## src/rtl/uart_rx_pkg.sv

```systemverilog
// Shared types, sampling constants and the divider helper for the frequency-setpoint UART receiver.
package uart_rx_pkg;

    typedef enum logic [2:0] {
        StIdle,
        StStart,
        StData,
        StStop,
        StBreak
    } rx_state_e;

    localparam int unsigned SAMPLE_LO     = 7;
    localparam int unsigned SAMPLE_MID    = 8;
    localparam int unsigned SAMPLE_HI     = 9;
    localparam int unsigned TICKS_PER_BIT = 16;
    localparam logic [7:0]  RX_RESET      = 8'd60;

    // Rounded clocks per 16x oversample tick.
    function automatic int unsigned calc_div(input int unsigned clk_hz, input int unsigned baud);
        return (clk_hz + 8 * baud) / (16 * baud);
    endfunction

endpackage

```

## src/rtl/uart_baud_tick.sv

```systemverilog
// Free-running oversample divider; clr_i restarts the count so ticks line up with a new frame.
module uart_baud_tick #(
    parameter int unsigned Div = 326
) (
    input  logic clk_i,
    input  logic rst_ni,
    input  logic clr_i,
    output logic tick_o
);

    localparam int unsigned CntW = (Div > 1) ? $clog2(Div) : 1;
    localparam logic [CntW-1:0] CntMax = CntW'(Div - 1);

    logic [CntW-1:0] cnt_q, cnt_d;

    always_comb begin
        tick_o = (cnt_q == CntMax);
        cnt_d  = tick_o ? '0 : cnt_q + CntW'(1);
        if (clr_i) begin
            cnt_d = '0;
        end
    end

    always_ff @(posedge clk_i) begin
        if (!rst_ni) begin
            cnt_q <= '0;
        end else begin
            cnt_q <= cnt_d;
        end
    end

endmodule

```

## src/rtl/uart_rx_frec.sv

```systemverilog
// 8N1 oversampling receiver that range-checks each byte before loading it as a frequency setpoint.
module uart_rx_frec
    import uart_rx_pkg::*;
#(
    parameter int unsigned CLK_HZ = 50_000_000,
    parameter int unsigned BAUD   = 9600,
    parameter int unsigned FMIN   = 1,
    parameter int unsigned FMAX   = 250
) (
    input  logic       clock,
    input  logic       Restablecer,
    input  logic       SerialIn,
    output logic [7:0] Rx,
    output logic       Selec,
    output logic       ErrTrama,
    output logic       FueraRango
);

    localparam int unsigned Div = calc_div(CLK_HZ, BAUD);

    logic       sync1_q, sin_q;
    rx_state_e  state_q, state_d;
    logic [3:0] s_q, s_d;
    logic [2:0] bit_q, bit_d;
    logic [7:0] shift_q, shift_d;
    logic [1:0] smp_q, smp_d;
    logic [7:0] rx_q, rx_d;
    logic       selec_q, selec_d, err_q, err_d, fuera_q, fuera_d;
    logic       clr, tick, maj, lo_ok, hi_ok;

    uart_baud_tick #(
        .Div(Div)
    ) u_baud_tick (
        .clk_i (clock),
        .rst_ni(Restablecer),
        .clr_i (clr),
        .tick_o(tick)
    );

    // Bounds at the edges of the byte range are dropped rather than compared.
    if (FMIN == 0) begin : g_lo_all
        assign lo_ok = 1'b1;
    end else begin : g_lo_cmp
        assign lo_ok = ({24'd0, shift_q} >= FMIN);
    end
    if (FMAX >= 255) begin : g_hi_all
        assign hi_ok = 1'b1;
    end else begin : g_hi_cmp
        assign hi_ok = ({24'd0, shift_q} <= FMAX);
    end

    assign maj = (smp_q[0] & smp_q[1]) | (smp_q[0] & sin_q) | (smp_q[1] & sin_q);

    always_comb begin
        state_d = state_q;
        s_d     = s_q;
        bit_d   = bit_q;
        shift_d = shift_q;
        smp_d   = smp_q;
        rx_d    = rx_q;
        selec_d = 1'b0;
        err_d   = 1'b0;
        fuera_d = 1'b0;
        clr     = 1'b0;
        unique case (state_q)
            StIdle: begin
                if (!sin_q) begin
                    state_d = StStart;
                    clr     = 1'b1;
                    s_d     = '0;
                    bit_d   = '0;
                end
            end
            StStart, StData, StStop: begin
                if (tick) begin
                    s_d = s_q + 4'd1;
                    if (s_q == 4'(SAMPLE_LO))  smp_d[0] = sin_q;
                    if (s_q == 4'(SAMPLE_MID)) smp_d[1] = sin_q;
                    if (state_q == StStart) begin
                        if (s_q == 4'(SAMPLE_HI) && maj) begin
                            state_d = StIdle;
                        end else if (s_q == 4'(TICKS_PER_BIT - 1)) begin
                            state_d = StData;
                        end
                    end else if (state_q == StData) begin
                        if (s_q == 4'(SAMPLE_HI)) shift_d = {maj, shift_q[7:1]};
                        if (s_q == 4'(TICKS_PER_BIT - 1)) begin
                            bit_d = bit_q + 3'd1;
                            if (bit_q == 3'd7) state_d = StStop;
                        end
                    end else if (s_q == 4'(SAMPLE_HI)) begin
                        // Good stop returns to idle at its midpoint so a prompt next start is caught.
                        if (maj) begin
                            state_d = StIdle;
                            if (lo_ok && hi_ok) begin
                                rx_d    = shift_q;
                                selec_d = 1'b1;
                            end else begin
                                fuera_d = 1'b1;
                            end
                        end else begin
                            err_d   = 1'b1;
                            state_d = StBreak;
                        end
                    end
                end
            end
            StBreak: begin
                if (sin_q) state_d = StIdle;
            end
            default: state_d = StIdle;
        endcase
    end

    always_ff @(posedge clock) begin
        if (!Restablecer) begin
            sync1_q <= 1'b1;
            sin_q   <= 1'b1;
            state_q <= StIdle;
            s_q     <= '0;
            bit_q   <= '0;
            shift_q <= '0;
            smp_q   <= '0;
            rx_q    <= RX_RESET;
            selec_q <= 1'b0;
            err_q   <= 1'b0;
            fuera_q <= 1'b0;
        end else begin
            sync1_q <= SerialIn;
            sin_q   <= sync1_q;
            state_q <= state_d;
            s_q     <= s_d;
            bit_q   <= bit_d;
            shift_q <= shift_d;
            smp_q   <= smp_d;
            rx_q    <= rx_d;
            selec_q <= selec_d;
            err_q   <= err_d;
            fuera_q <= fuera_d;
        end
    end

    assign Rx         = rx_q;
    assign Selec      = selec_q;
    assign ErrTrama   = err_q;
    assign FueraRango = fuera_q;

endmodule

```

## config.mk

```make
export PLATFORM = sky130hd
export DESIGN_NAME = uart_rx_frec
export DESIGN_NICKNAME = d
export VERILOG_FILES = /design/src/rtl/uart_rx_pkg.sv /design/src/rtl/uart_baud_tick.sv /design/src/rtl/uart_rx_frec.sv
export SDC_FILE = /design/constraint.sdc
export NUM_CORES = 1
export LEC_CHECK = 0
export BUFFER_PORTS_ARGS = -buffer_cell sky130_fd_sc_hd__buf_2
export CAP_MARGIN = 15
export CORE_MARGIN = 1.5
export CORE_UTILIZATION = 63
export CTS_CLUSTER_SIZE = 25
export DETAILED_ROUTE_END_ITERATION = 10
export PLACE_DENSITY = 0.94
export SLEW_MARGIN = 30
export SYNTH_ARGS = -nofsm -noshare
export SYNTH_HDL_FRONTEND = slang
export SYNTH_HIERARCHICAL = 1
export SYNTH_SLANG_ARGS = --single-unit
```

## constraint.sdc

```tcl
create_clock -name clock -period 3.2 [get_ports clock]
set_input_delay 0.32 -clock clock [delete_from_list [all_inputs] [get_ports clock]]
set_output_delay 0.32 -clock clock [all_outputs]
set_load 0.02 [all_outputs]
```

==> impl_metrics.prom <==
# TYPE chip_impl_metric gauge
chip_impl_info{name="crit_slowest_cell",value="sky130_fd_sc_hd__nor2_1"} 1
chip_impl_metric{name="floorplan.initialDensity",unit=""} 0.663
chip_impl_metric{name="slew_headroom",unit=""} 0.422
chip_impl_metric{name="mappedNetlistArea",unit="um^2"} 2020
chip_impl_metric{name="area_growth",unit="%"} 7.30
chip_impl_metric{name="design.die.area",unit="um^2"} 3560
chip_impl_metric{name="timing.final.setup_violations",unit=""} 0
chip_impl_metric{name="total_power",unit="mW"} 0.865
chip_impl_info{name="postSynth.topFlopCell",value="sky130_fd_sc_hd__dfxtp_1"} 1
chip_impl_metric{name="synth_cell_type_count",unit=""} 50
chip_impl_metric{name="finalWeightedCongestion",unit=""} 0.776
chip_impl_metric{name="cts_max_path_buffers",unit=""} 2
chip_impl_metric{name="synthCells",unit=""} 211
chip_impl_metric{name="synth-seq-area-share",unit=""} 0.416
chip_impl_metric{name="detail_route.drc_violations",unit=""} 0
chip_impl_metric{name="vdd_ir_drop_max",unit="mV"} 0.337
chip_impl_metric{name="routed_wire_per_std_cell",unit="um"} 14.0
chip_impl_info{name="grt_setup_unrepaired",value="no"} 1
chip_impl_info{name="path_class",value="flip-flop to flip-flop"} 1
chip_impl_metric{name="setup_slack",unit="ns"} 0.630
chip_impl_info{name="layout_common_cells",value="sky130_fd_sc_hd__dfxtp_1 (42), sky130_fd_sc_hd__nor2b_1 (21), sky130_fd_sc_hd__mux2i_1 (18)"} 1
chip_impl_metric{name="critical_path.max_fanout",unit=""} 9
chip_impl_metric{name="floorplan.rows",unit=""} 20
chip_impl_info{name="ctsRootBufferMaster",value="sky130_fd_sc_hd__clkbuf_4"} 1
chip_impl_metric{name="cts_resized",unit=""} 0
chip_impl_metric{name="grt_antenna_before_repair",unit=""} 0
chip_impl_metric{name="nNetsFinal",unit=""} 233
chip_impl_info{name="cts_tree",value="built"} 1
chip_impl_metric{name="pre_cts_slack",unit="ns"} 0.680
chip_impl_metric{name="drt_iter0_drc",unit=""} 95
chip_impl_metric{name="via_count_of_the_first_global_routing_pass",unit=""} 1368
chip_impl_info{name="hp-class",value="input pin to flip-flop"} 1
chip_impl_metric{name="io_pins",unit=""} 14
chip_impl_metric{name="cap_violations",unit=""} 0
chip_impl_metric{name="cts_setup_buffers",unit=""} 0
chip_impl_metric{name="filler_instances",unit=""} 236
chip_impl_metric{name="tritoncts.num_buffers",unit=""} 5
chip_impl_metric{name="diodes",unit=""} 0
chip_impl_info{name="layout_commonest_cell",value="sky130_fd_sc_hd__dfxtp_1"} 1
chip_impl_metric{name="worstSkewPairLatency",unit="ns"} 0.35
chip_impl_metric{name="detail_route.vias_per_cell",unit=""} 5.70
chip_impl_info{name="path_cells",value="ha_1 -> nand4bb_1 -> nor2_1 -> o21ai_0 -> a21o_1 -> or4b_1 -> a21boi_1"} 1
chip_impl_metric{name="portBuffers",unit=""} 13
chip_impl_metric{name="leakagePower",unit="nW"} 0.757
chip_impl_metric{name="postSynthNetCount",unit=""} 221
chip_impl_metric{name="hold_buffers",unit=""} 0
chip_impl_metric{name="placeableCoreArea",unit="um^2"} 3050
chip_impl_metric{name="finalWorstPathRequiredPeriod",unit="ns"} 2.57
chip_impl_metric{name="ant_nets",unit=""} 0
chip_impl_metric{name="post-route-period-util",unit=""} 0.803
chip_impl_metric{name="post_route_cells_drive_above_1_share",unit=""} 0.134
chip_impl_metric{name="arrival",unit="ns"} 2.86
chip_impl_metric{name="tritoncts_num_sinks",unit=""} 42
chip_impl_metric{name="post_synth.cell_area_avg",unit="um^2"} 9.59
chip_impl_metric{name="clkSlewWorstSetupHoldPaths",unit="ns"} 0.12
chip_impl_metric{name="yosys_reg_bits",unit=""} 42
chip_impl_metric{name="vertical_die_dimension",unit="um"} 59.7
chip_impl_metric{name="synthesis.yosys.warnings",unit=""} 6
chip_impl_metric{name="synth-edff-count",unit=""} 0
chip_impl_metric{name="hpwl",unit="um"} 2660
chip_impl_metric{name="clock_tree.htree_level_count",unit=""} 2
chip_impl_metric{name="power.density_cell_area",unit="nW/um^2"} 398
chip_impl_metric{name="wire_length_of_the_first_global_routing_pass",unit="um"} 6140
chip_impl_metric{name="max_clock_freq",unit="GHz"} 0.389
chip_impl_metric{name="detailedRoute.firstPassIterationCount",unit=""} 4
chip_impl_metric{name="worstMarginPinSlew",unit="ns"} 0.859
chip_impl_metric{name="slew_violations",unit=""} 0
chip_impl_info{name="critical_path.endpoint_type",value="flip-flop"} 1
chip_impl_metric{name="final_hold_viol_count",unit=""} 0
chip_impl_metric{name="finalClockSkew",unit="ns"} 0.00591
chip_impl_metric{name="grt_start_max_net_pins",unit=""} 42
chip_impl_metric{name="totalWireLength",unit="um"} 3760
chip_impl_metric{name="max_stage_delay",unit="ns"} 0.55
chip_impl_metric{name="critPathRequiredTime",unit="ns"} 3.49
chip_impl_metric{name="die-width",unit="um"} 59.7
chip_impl_info{name="startpoint_type",value="flip-flop"} 1
chip_impl_info{name="outcome",value="finished, final reports clean"} 1
chip_impl_metric{name="ys_async_sr_fraction",unit=""} 0
chip_impl_metric{name="grt.overflow.total",unit=""} 0
chip_impl_metric{name="routed_vias",unit=""} 1527
chip_impl_metric{name="fin_setup_tns",unit="ns"} 0
chip_impl_metric{name="track_usage",unit=""} 0.232
-- cell families (layout without fill, tap and decap cells) --
kind of cell    count (synthesis)  count (layout)  synth area share
compound gates                 38              38             0.134
xor+xnor                        4               4            0.0173
fa+ha+maj                       8               8            0.0482
buf+inv                        12              25            0.0254
flops                          42              42             0.416
mux                            18              18            0.0891
simple gates                   89              89             0.270
-- cell usage after synthesis (2+ instances only) --
cell	count	area [um^2]
sky130_fd_sc_hd__nand3_1	9	45.0
sky130_fd_sc_hd__and3_1	3	18.8
sky130_fd_sc_hd__a21oi_1	7	35.0
sky130_fd_sc_hd__ha_1	7	87.6
sky130_fd_sc_hd__clkbuf_1	5	18.8
sky130_fd_sc_hd__a21boi_0	5	37.5
sky130_fd_sc_hd__nor3_1	2	10.0
sky130_fd_sc_hd__buf_2	2	10.0
sky130_fd_sc_hd__nand4bb_1	2	22.5
sky130_fd_sc_hd__nand2b_1	2	12.5
sky130_fd_sc_hd__a211oi_1	2	15.0
sky130_fd_sc_hd__nor2_1	10	37.5
sky130_fd_sc_hd__o21ai_0	12	60.1
sky130_fd_sc_hd__xor2_1	2	17.5
sky130_fd_sc_hd__dfxtp_1	42	841
sky130_fd_sc_hd__nand4_1	4	25.0
sky130_fd_sc_hd__nor2b_1	21	131
sky130_fd_sc_hd__or3_1	4	25.0
sky130_fd_sc_hd__nand2_1	14	52.6
sky130_fd_sc_hd__mux2i_1	18	180
sky130_fd_sc_hd__nor4_1	2	12.5
sky130_fd_sc_hd__nor3b_1	3	22.5
sky130_fd_sc_hd__nand3b_1	2	15.0
sky130_fd_sc_hd__inv_1	4	15.0
sky130_fd_sc_hd__xnor2_1	2	17.5
-- sequential cells by signal, summed over array words and instances, names as in the netlist --
| register | flops |
|---|---|
| ErrTrama | 1 |
| FueraRango | 1 |
| Rx | 8 |
| Selec | 1 |
| bit_q | 3 |
| s_q | 4 |
| shift_q | 8 |
| sin_q | 1 |
| smp_q | 2 |
| state_q | 3 |
| sync1_q | 1 |
| u_baud_tick/cnt_q | 9 |
-- final cells by class --
class                      count  area [um^2]  area share
clock buffer                   6         51.3      0.0236
clock inverter                 2         12.5     0.00576
inverter                       4         15.0     0.00692
multi-input combinational    157         1130       0.521
sequential                    42          841       0.387
tap                           44         55.1      0.0254
timing repair buffer          13         65.1      0.0300
-- where the power goes --
part | internal (mW) | switching (mW) | leakage (nW) | total, mW
clock | 0.106 | 0.170 | 0.0343 | 0.276
combinational | 0.0205 | 0.0291 | 0.383 | 0.0496
sequential | 0.529 | 0.0104 | 0.340 | 0.540
-- routing by layer --
layer  routed length (um)  up-vias  global-route usage
li1                     -      783                   -
met1                 1770      707               0.326
met2                 1780       33               0.340
met3                  168        4              0.0541
met4                   45        0               0.102
met5                    0        -                   0
-- final timing paths --
check / from / endpoint / cells past startpoint / slack (ns)
max reg2reg: u_baud_tick/cnt_q[0] / s_q[2] / 7 / 0.63
max: u_baud_tick/cnt_q[0] / s_q[2] / 7 / 0.63
min reg2reg: sync1_q / sin_q / 1 / 0.46
min: SerialIn / sync1_q / 2 / 0.14
-- metrics by stage --
| step | instances | instance area [um^2] | util | hold slack, ns |
|---|---|---|---|---|
| after floorplan | 211 | 2020 | - | 0.386 |
| after global placement | 260 | 2110 | 0.690 | 0.390 |
| after detailed placement | 260 | 2110 | 0.690 | 0.434 |
| after CTS | 268 | 2170 | 0.711 | 0.135 |
| after global routing | 268 | 2170 | 0.711 | 0.128 |
| final | 268 | 2170 | 0.711 | 0.139 |
-- worst max-delay path: cells and delay by family (launching register included) --
family / cells / cell delay (ns)
AND/OR/NAND/NOR: 3 / 1.16
AO/OA/AOI/OAI: 3 / 0.75
flip-flops: 1 / 0.43
adder cells (fa/ha/maj): 1 / 0.17
(Power assumes the default switching activity.)
